$ cat config.mk
export PLATFORM = sky130hd
export DESIGN_NAME = ntt_butterfly_pipe
export DESIGN_NICKNAME = d
export VERILOG_FILES = /design/src/rtl/ntt_butterfly_pipe.sv
export SDC_FILE = /design/constraint.sdc
export NUM_CORES = 2
export LEC_CHECK = 0
export BUFFER_PORTS_ARGS = -buffer_cell sky130_fd_sc_hd__buf_4
export CORE_MARGIN = 8
export CORE_UTILIZATION = 65
export CTS_BUF_LIST = sky130_fd_sc_hd__clkbuf_4
export DETAILED_ROUTE_END_ITERATION = 7
export PLACE_DENSITY = 0.83
export SLEW_MARGIN = 15
export SYNTH_ARGS = -nofsm -noshare
export SYNTH_HDL_FRONTEND = slang
export SYNTH_SLANG_ARGS = --single-unit
$ cat constraint.sdc
create_clock -name clk -period 10.35 [get_ports clk]
set_input_delay 1.5525 -clock clk [delete_from_list [all_inputs] [get_ports clk]]
set_output_delay 1.5525 -clock clk [all_outputs]
set_load 0.02 [all_outputs]
$ cat src/rtl/ntt_butterfly_pipe.sv
// ntt_butterfly_pipe
//   Four-stage pipelined Kyber butterfly over q = 3329. It handles one
//   coefficient pair per en-high cycle, in one of two modes:
//     - mode = 0, Cooley-Tukey (forward NTT):
//           o1 = a + w*b
//           o2 = a - w*b
//     - mode = 1, Gentleman-Sande (inverse NTT):
//           o1 = a + b
//           o2 = (a - b)*w
//   All results are reduced mod q. A swap tag travels with each pair so the
//   downstream 2x2 swap stage receives its select together with the pair it
//   applies to. Latency is fixed at 4 en-high cycles.
// Ports
//   clk        rising-edge clock
//   rst        synchronous reset, active high; takes priority over en
//   en         pipeline advance; 0 freezes every stage and the outputs
//   mode       0 = CT, 1 = GS; sampled per pair
//   valid_in   a/b/w/tag_in carry a pair this cycle
//   a, b, w    12-bit canonical operands (0..q-1)
//   tag_in     swap select carried alongside the pair
//   valid_out  o1/o2/tag_out hold a result
//   o1, o2     12-bit fully reduced results
//   tag_out    tag_in delayed by 4 advances
module ntt_butterfly_pipe (
    input  logic          clk,
    input  logic          rst,
    input  logic          en,
    input  logic          mode,
    input  logic          valid_in,
    input  logic [11:0]   a,
    input  logic [11:0]   b,
    input  logic [11:0]   w,
    input  logic          tag_in,
    output logic          valid_out,
    output logic [11:0]   o1,
    output logic [11:0]   o2,
    output logic          tag_out
);
    localparam int          W         = 12;
    localparam logic [W:0]  Q         = 13'd3329;
    // floor(2^24 / q): the quotient estimate is at most one short, so the
    // remainder always lands in 0..2q-1
    localparam logic [36:0] BARRETT_M = 37'd5039;

    // Stage 1 registers
    logic          s1_valid_q, s1_mode_q, s1_tag_q;
    logic [W-1:0]  s1_a_q, s1_b_q, s1_w_q, s1_sum_q, s1_diff_q;
    // Stage 2 registers
    logic          s2_valid_q, s2_mode_q, s2_tag_q;
    logic [W-1:0]  s2_top_q;
    logic [23:0]   s2_prod_q;
    // Stage 3 registers
    logic          s3_valid_q, s3_mode_q, s3_tag_q;
    logic [W-1:0]  s3_top_q;
    logic [W:0]    s3_rem_q;
    // Stage 4 (output) registers
    logic          valid_q, tag_q;
    logic [W-1:0]  o1_q, o2_q;

    // Next-state values
    logic [W-1:0]  sum_d, diff_d, top_d, o1_d, o2_d;
    logic [23:0]   prod_d;
    logic [W:0]    rem_d;
    logic [W:0]    sum_raw_s, ct_sum_s;
    logic [12:0]   barrett_t_s;
    logic [23:0]   barrett_tq_s;
    logic [W-1:0]  red_s;

    // Stage 1 datapath: modular a+b and a-b (used only by GS pairs)
    always_comb begin
        sum_raw_s = {1'b0, a} + {1'b0, b};
        if (sum_raw_s >= Q) begin
            sum_d = W'(sum_raw_s - Q);
        end else begin
            sum_d = sum_raw_s[W-1:0];
        end
        // Wrap by adding q first so no intermediate goes negative
        if (a >= b) begin
            diff_d = a - b;
        end else begin
            diff_d = W'(({1'b0, a} + Q) - {1'b0, b});
        end
    end

    // Stage 2 datapath: select the multiplicand and the value that bypasses the multiplier
    always_comb begin
        if (s1_mode_q) begin
            prod_d = 24'(s1_w_q) * 24'(s1_diff_q);
            top_d  = s1_sum_q;
        end else begin
            prod_d = 24'(s1_w_q) * 24'(s1_b_q);
            top_d  = s1_a_q;
        end
    end

    // Stage 3 datapath: Barrett reduction of the 24-bit product into 0..2q-1
    always_comb begin
        barrett_t_s  = 13'((37'(s2_prod_q) * BARRETT_M) >> 24);
        barrett_tq_s = 24'(barrett_t_s) * 24'(Q);
        rem_d        = 13'(s2_prod_q - barrett_tq_s);
    end

    // Stage 4 datapath: final conditional subtract, then CT add/sub or GS select
    always_comb begin
        if (s3_rem_q >= Q) begin
            red_s = W'(s3_rem_q - Q);
        end else begin
            red_s = s3_rem_q[W-1:0];
        end
        ct_sum_s = {1'b0, s3_top_q} + {1'b0, red_s};
        if (s3_mode_q) begin
            o1_d = s3_top_q;
            o2_d = red_s;
        end else begin
            if (ct_sum_s >= Q) begin
                o1_d = W'(ct_sum_s - Q);
            end else begin
                o1_d = ct_sum_s[W-1:0];
            end
            if (s3_top_q >= red_s) begin
                o2_d = s3_top_q - red_s;
            end else begin
                o2_d = W'(({1'b0, s3_top_q} + Q) - {1'b0, red_s});
            end
        end
    end

    // Pipeline registers: reset clears everything, en=0 holds every stage
    always_ff @(posedge clk) begin
        if (rst) begin
            s1_valid_q <= 1'b0;  s1_mode_q <= 1'b0;  s1_tag_q <= 1'b0;
            s1_a_q     <= 12'd0; s1_b_q    <= 12'd0; s1_w_q   <= 12'd0;
            s1_sum_q   <= 12'd0; s1_diff_q <= 12'd0;
            s2_valid_q <= 1'b0;  s2_mode_q <= 1'b0;  s2_tag_q <= 1'b0;
            s2_top_q   <= 12'd0; s2_prod_q <= 24'd0;
            s3_valid_q <= 1'b0;  s3_mode_q <= 1'b0;  s3_tag_q <= 1'b0;
            s3_top_q   <= 12'd0; s3_rem_q  <= 13'd0;
            valid_q    <= 1'b0;  tag_q     <= 1'b0;
            o1_q       <= 12'd0; o2_q      <= 12'd0;
        end else if (en) begin
            s1_valid_q <= valid_in; s1_mode_q <= mode;   s1_tag_q <= tag_in;
            s1_a_q     <= a;        s1_b_q    <= b;      s1_w_q   <= w;
            s1_sum_q   <= sum_d;    s1_diff_q <= diff_d;
            s2_valid_q <= s1_valid_q; s2_mode_q <= s1_mode_q; s2_tag_q <= s1_tag_q;
            s2_top_q   <= top_d;      s2_prod_q <= prod_d;
            s3_valid_q <= s2_valid_q; s3_mode_q <= s2_mode_q; s3_tag_q <= s2_tag_q;
            s3_top_q   <= s2_top_q;   s3_rem_q  <= rem_d;
            valid_q    <= s3_valid_q; tag_q     <= s3_tag_q;
            o1_q       <= o1_d;       o2_q      <= o2_d;
        end else begin
            s1_valid_q <= s1_valid_q;
            s2_valid_q <= s2_valid_q;
            s3_valid_q <= s3_valid_q;
            valid_q    <= valid_q;
        end
    end

    assign valid_out = valid_q;
    assign o1        = o1_q;
    assign o2        = o2_q;
    assign tag_out   = tag_q;

endmodule

==> Word level (Yosys, flattened, before mapping) <==
Cells that the tools add are included.
{ "word_totals": {"latchBits": 0, "out_inout_bits": 26, "ram_bits": 0, "regBits": 156, "inputBits": 42, "mem_bits_ro": 0, "mem_count": 0, "word_cells": 52} }
{ "classes": {"order_cmp": 5, "n_reduce_logical": 0, "shifts": 0, "mux": 9, "bitwise": 0, "n_addsub": 12, "div_mod_pow": 0, "eq_ne": 0, "multipliers": 4} }
{ "ops": {"columns": ["cell", "n"], "rows": [
  ["two-way mux 12 bit", 8],
  ["multiplier 12 x 12 -> 24 bit", 2],
  ["subtractor 12 bit", 4],
  ["greater-or-equal comparator 13 x 12 -> 1 bit, second input constant", 3],
  ["multiplier 24 x 13 -> 37 bit, second input constant", 1],
  ["subtractor 12 bit, second input constant", 3],
  ["adder 12 x 12 -> 13 bit", 2],
  ["adder 12 bit, second input constant", 2],
  ["greater-or-equal comparator 12 bit", 2],
  ["two-way mux 24 bit", 1],
  ["multiplier 13 x 12 -> 13 bit, second input constant", 1],
  ["subtractor 13 bit", 1]
]} }

==> Logic depth before layout (Yosys ltp) <==
{ "logic_depth": {"word_depth": 6, "mapped_depth": 34, "depth_no_buf": 34} }

==> Worst setup path after synthesis <==
OpenSTA, ideal clock, no wires.
{ "synth_timing": {"path_kind": "reg-to-reg", "start": "register s2_prod_q[18]", "end": "register s3_rem_q[11]", "arrival_time_ns": 8.036, "period_less_slack_ns": 8.167, "slack_ns": 2.183, "setup_ns": 0.131, "path_stages_with_launch": 34, "path_cell_list": "dfxtp_1 -> inv_1 -> fa_1 -> fa_1 -> inv_1 -> fa_1 -> fa_1 -> inv_1 -> fa_1 -> inv_1 -> ha_1 -> a21oi_1 -> o21ai_0 -> a211oi_2 -> a31oi_1 -> xnor2_1 -> xnor2_1 -> ha_1 -> a21oi_1 -> fa_1 -> ha_1 -> inv_1 -> fa_1 -> ha_1 -> a21o_1 -> a21o_1 -> a221oi_1 -> nand3_1 -> a21o_1 -> a21o_1 -> a21o_1 -> a21oi_1 -> xor2_1 -> o21ai_0"} }
{ "synth_via": {"elab_chain_len": 3} }
{ "synth_lines": {"columns": ["element", "line_no", "rtl"], "rows": [
  ["start, declared", "51", "logic [23:0] s2_prod_q;"],
  ["start signal, assigned", "145", "s2_top_q <= top_d; s2_prod_q <= prod_d;"],
  ["multiplier 24 x 13 -> 37 bit", "98", "barrett_t_s = 13'((37'(s2_prod_q) * BARRETT_M) >> 24);"],
  ["multiplier 13 x 12 -> 13 bit", "99", "barrett_tq_s = 24'(barrett_t_s) * 24'(Q);"],
  ["subtractor 13 bit", "100", "rem_d = 13'(s2_prod_q - barrett_tq_s);"],
  ["end signal, assigned", "147", "s3_top_q <= s2_top_q; s3_rem_q <= rem_d;"],
  ["end, declared", "55", "logic [W:0] s3_rem_q;"]
]} }
Every way passes these cells.
A chain may end at the register's enable or synchronous reset.

==> Worst setup path in the final report <==
Same ends and word-level chain as after synthesis.

==> summary.txt <==
Clocking
  • Clk sinks: 156
  • Reg clk slew, reported paths: 0.17 ns
  • CTS tree: built
  • Post-CTS setup buffer count: 0
  • H-tree Lvls: 4
  • CTS buffer count: 17
  • Maximum root-to-sink buffer count: 2
  • CTS Root Cell: clkbuf_4
  • Clock latency on the worst-skew pair: 0.66 ns
  • Hold buffer count at CTS: 0
  • Post-CTS sizing: 0

Power and ir drop
  • Reg power frac: 10.8%
  • Leakage: 13.7 nW
  • Internal power: 3.83 mW
  • Switching power: 3.90 mW
  • Comb pwr share: 83.7%
  • Pwr Total: 7.73 mW
  • Clock power share: 5.5%
  • Net Sw Frac: 50.5%
  • Peak VDD IR: 0.527 mV
  • Pwr dens: 287 mW/mm^2

Finish
  • Max FFs per register: 24
  • NumNets Final: 3,673
  • Filler cells: 3,135
  • Area Overhead vs Synth: 4.44%
  • Ratio of cells with drive above 1 in the final layout: 5.02%
  • Largest regs: s2_prod_q (24), s3_rem_q (13)
  • Largest Register: s2_prod_q
  • Post-layout util: 68.3%

Synthesis
  • Sequential fraction of the synthesis area: 12.1%
  • Yosys warns: 0
  • Ys async rst share: 0%
  • Post-Synth Adder-Cell Area: 44.9%
  • Biggest area consumer among synthesized cells: fa_1
  • Syn Area/Cell: 8.80 sq um
  • Fraction of synthesized cell area in xor and xnor cells: 4.32%
  • Syn nets: 3,689
  • Count leader, synth: inv_1
  • Yosys cell types: 88
  • Synthesized area: 0.0258 sq mm
  • Top post-synthesis cells by count: inv_1, ha_1, fa_1, nand2_1, nor2_1
  • Largest family of logic cells by synthesized area: adder cells
  • Register bit count reported by yosys: 156
  • Main synth FF type: dfxtp_1
  • Compound-gate portion of the synthesized area: 11.8%
  • Top-area cell type share of the netlist area: 27.3%
  • Proportion of synthesized area in mux cells: 3.79%
  • EDFF count, synth: 0
  • Dominant cells by area after synthesis: fa_1, ha_1, dfxtp_1, inv_1, nand2_1
  • Simple-gate portion of the synthesized area: 13.9%
  • Cells after Synth: 2,933

Run
  • Max_cap viols: 0

Worst setup path
  • CP Class: flip-flop to flip-flop
  • Critical Path RT: 10.86 ns
  • Worst R2R Path Depth: 32
  • Crit path to: s3_rem_q[11]
  • Worst EP arrival: 9.60 ns
  • Reg2reg start: s2_prod_q[18]
  • Flop-to-flop setup slack: 1.26 ns
  • CP max stage cell: dfxtp_1
  • Slowest stage delay, CP: 0.55 ns
  • Worst r2r dst: s3_rem_q[11]
  • Critical path's most frequent cell: fa_1
  • CP startpoint kind: flip-flop
  • Crit. End Element: flip-flop
  • Setup crit start: s2_prod_q[18]
  • Largest fanout on the critical path: 6

Place
  • Worst slack at placement: 1.31 ns
  • Port bufs: 67
  • Final HPWL DP: 51,900 microns
  • Gpl congestion: 0.938

Detailed routing
  • DR pass1 iterations: 5
  • Drt initial violations: 1,474
  • DRC viols: 0
  • DR WL/cell: 18.3 microns
  • Final WL: 63,400 microns
  • Routed vias: 20,300
  • Antenna Nets Post-Route: 0
  • Via density: 5.88

STA
  • Fmax: 110 MHz
  • RSZ-0062 raised after global routing: no
  • Worst Tran Pin Value: 1.09 ns
  • Final hold viol count: 0
  • Final Skew: 0.0438 ns
  • TNS Setup: 0 ns
  • Count of final setup violators: 0
  • Tmin final: 9.09 ns
  • Tcrit/Tclk final: 87.9%
  • Slew Limit Fails: 0
  • PnR worst setup slack: 1.26 ns
  • Slew headroom: 27.5%

Status
  • Status: finished clean

GRT
  • Antenna violations before repair: 1
  • Gr usage total: 27.3%
  • First-pass GRT wire length: 105,000 microns
  • GRT Residual Overflow: 0
  • Vias in the first global route: 21,100
  • Largest net degree at the start of global routing: 75

Min path
  • Min-Delay Path Class: flip-flop to flip-flop

Floorplanning
  • Horiz. Die Dim: 215 microns
  • Top Ports: 68
  • Starting Density: 65.4%
  • Die ar.: 0.0463 sq mm
  • Chip height: 215 microns
  • Area of the core: 0.0395 sq mm
  • FP Rows: 73
[worst min-delay path by stage]
stage / from / to / slack [ns] / cells after the start
final: s1_sum_q[0] / s1_sum_q[0] / 0.49 / 2
after global routing: s1_sum_q[0] / s1_sum_q[0] / 0.50 / 2
after CTS: s1_sum_q[3] / s1_sum_q[3] / 0.48 / 2
after detailed placement: s1_sum_q[3] / s1_sum_q[3] / 0.46 / 2
after global placement: s1_sum_q[3] / s1_sum_q[3] / 0.45 / 2
after floorplan: s1_sum_q[0] / s1_sum_q[0] / 0.43 / 2
[logic make-up (layout without fill, tap and decap cells)]
family / Yosys count / count (layout)
flip-flops: 156 / 156
AND/OR/NAND/NOR: 771 / 771
other: 0 / 1
AO/OA/AOI/OAI: 437 / 437
buffers and inverters: 634 / 631
XOR/XNOR: 124 / 124
multiplexers: 97 / 97
adder cells (fa/ha/maj): 714 / 714
[power by group through the flow]
stage / Combinational, mW / Clock [mW] / Sequential [mW]
2_1_floorplan: 5.04 / 0 / 0.821
3_3_place_gp: 6.09 / 0 / 0.841
3_5_place_dp: 6.42 / 0 / 0.846
4_1_cts: 6.45 / 0.431 / 0.833
5_1_grt: 7.16 / 0.449 / 0.847
6_report: 6.47 / 0.422 / 0.836
[through the flow]
step | cell area, sq um | hold WS (ns) | instances
final | 26900 | 0.487 | 3456
after global routing | 26900 | 0.497 | 3456
after CTS | 26900 | 0.481 | 3455
after detailed placement | 26600 | 0.456 | 3423
after global placement | 26600 | 0.454 | 3423
after floorplan | 25800 | 0.425 | 2933
[critical path: cells and delay by family, from the launching register on]
family | cells | cell delay (ns)
DFF | 1 | 0.55
and+or+nand+nor | 2 | 0.33
xor gates and xnor gates | 2 | 0.54
adders and majority gates | 11 | 4.63
AOI/OAI and AO/OA | 12 | 2.58
buffers and inverters | 5 | 0.33
[layout make-up]
cell class	count	area, sq um	share of cell area, %
flip-flops and latches	156	3120	11.6
clock inverters	14	160	0.594
multi-input cells	2143	20300	75.3
clock buffers	18	135	0.501
diodes	1	2.50	0.00929
inverters	513	1930	7.15
repair buffers	86	649	2.41
well taps	525	657	2.44
[metal layers]
metal	wire length (microns)	vias up	track usage, %
li1	-	9510	-
met3	3330	125	3.12
met2	31900	657	48.3
met1	26400	10000	34.4
met5	0	-	0
met4	1720	0	9.21
[cells in the final DEF, fill, tap and decap left out, types with 6 or more instances in the layout]
master,instances
a211o_1,7
a211oi_1,52
a21o_1,32
a21oi_1,92
a22oi_1,6
a311oi_1,12
a31oi_1,16
and2_1,92
and3_1,16
buf_4,85
clkbuf_4,18
dfxtp_1,155
fa_1,352
ha_1,362
inv_1,510
mux2i_1,92
nand2_1,293
nand2b_1,13
nand3_1,36
nand3b_1,9
nand4_1,16
nor2_1,193
nor2b_1,15
nor3_1,41
nor4_1,9
o211ai_1,25
o21a_1,10
o21ai_0,79
o21bai_1,16
o31ai_1,9
or3_1,11
or4_1,7
xnor2_1,90
xor2_1,32
(Power assumes the default switching activity.)
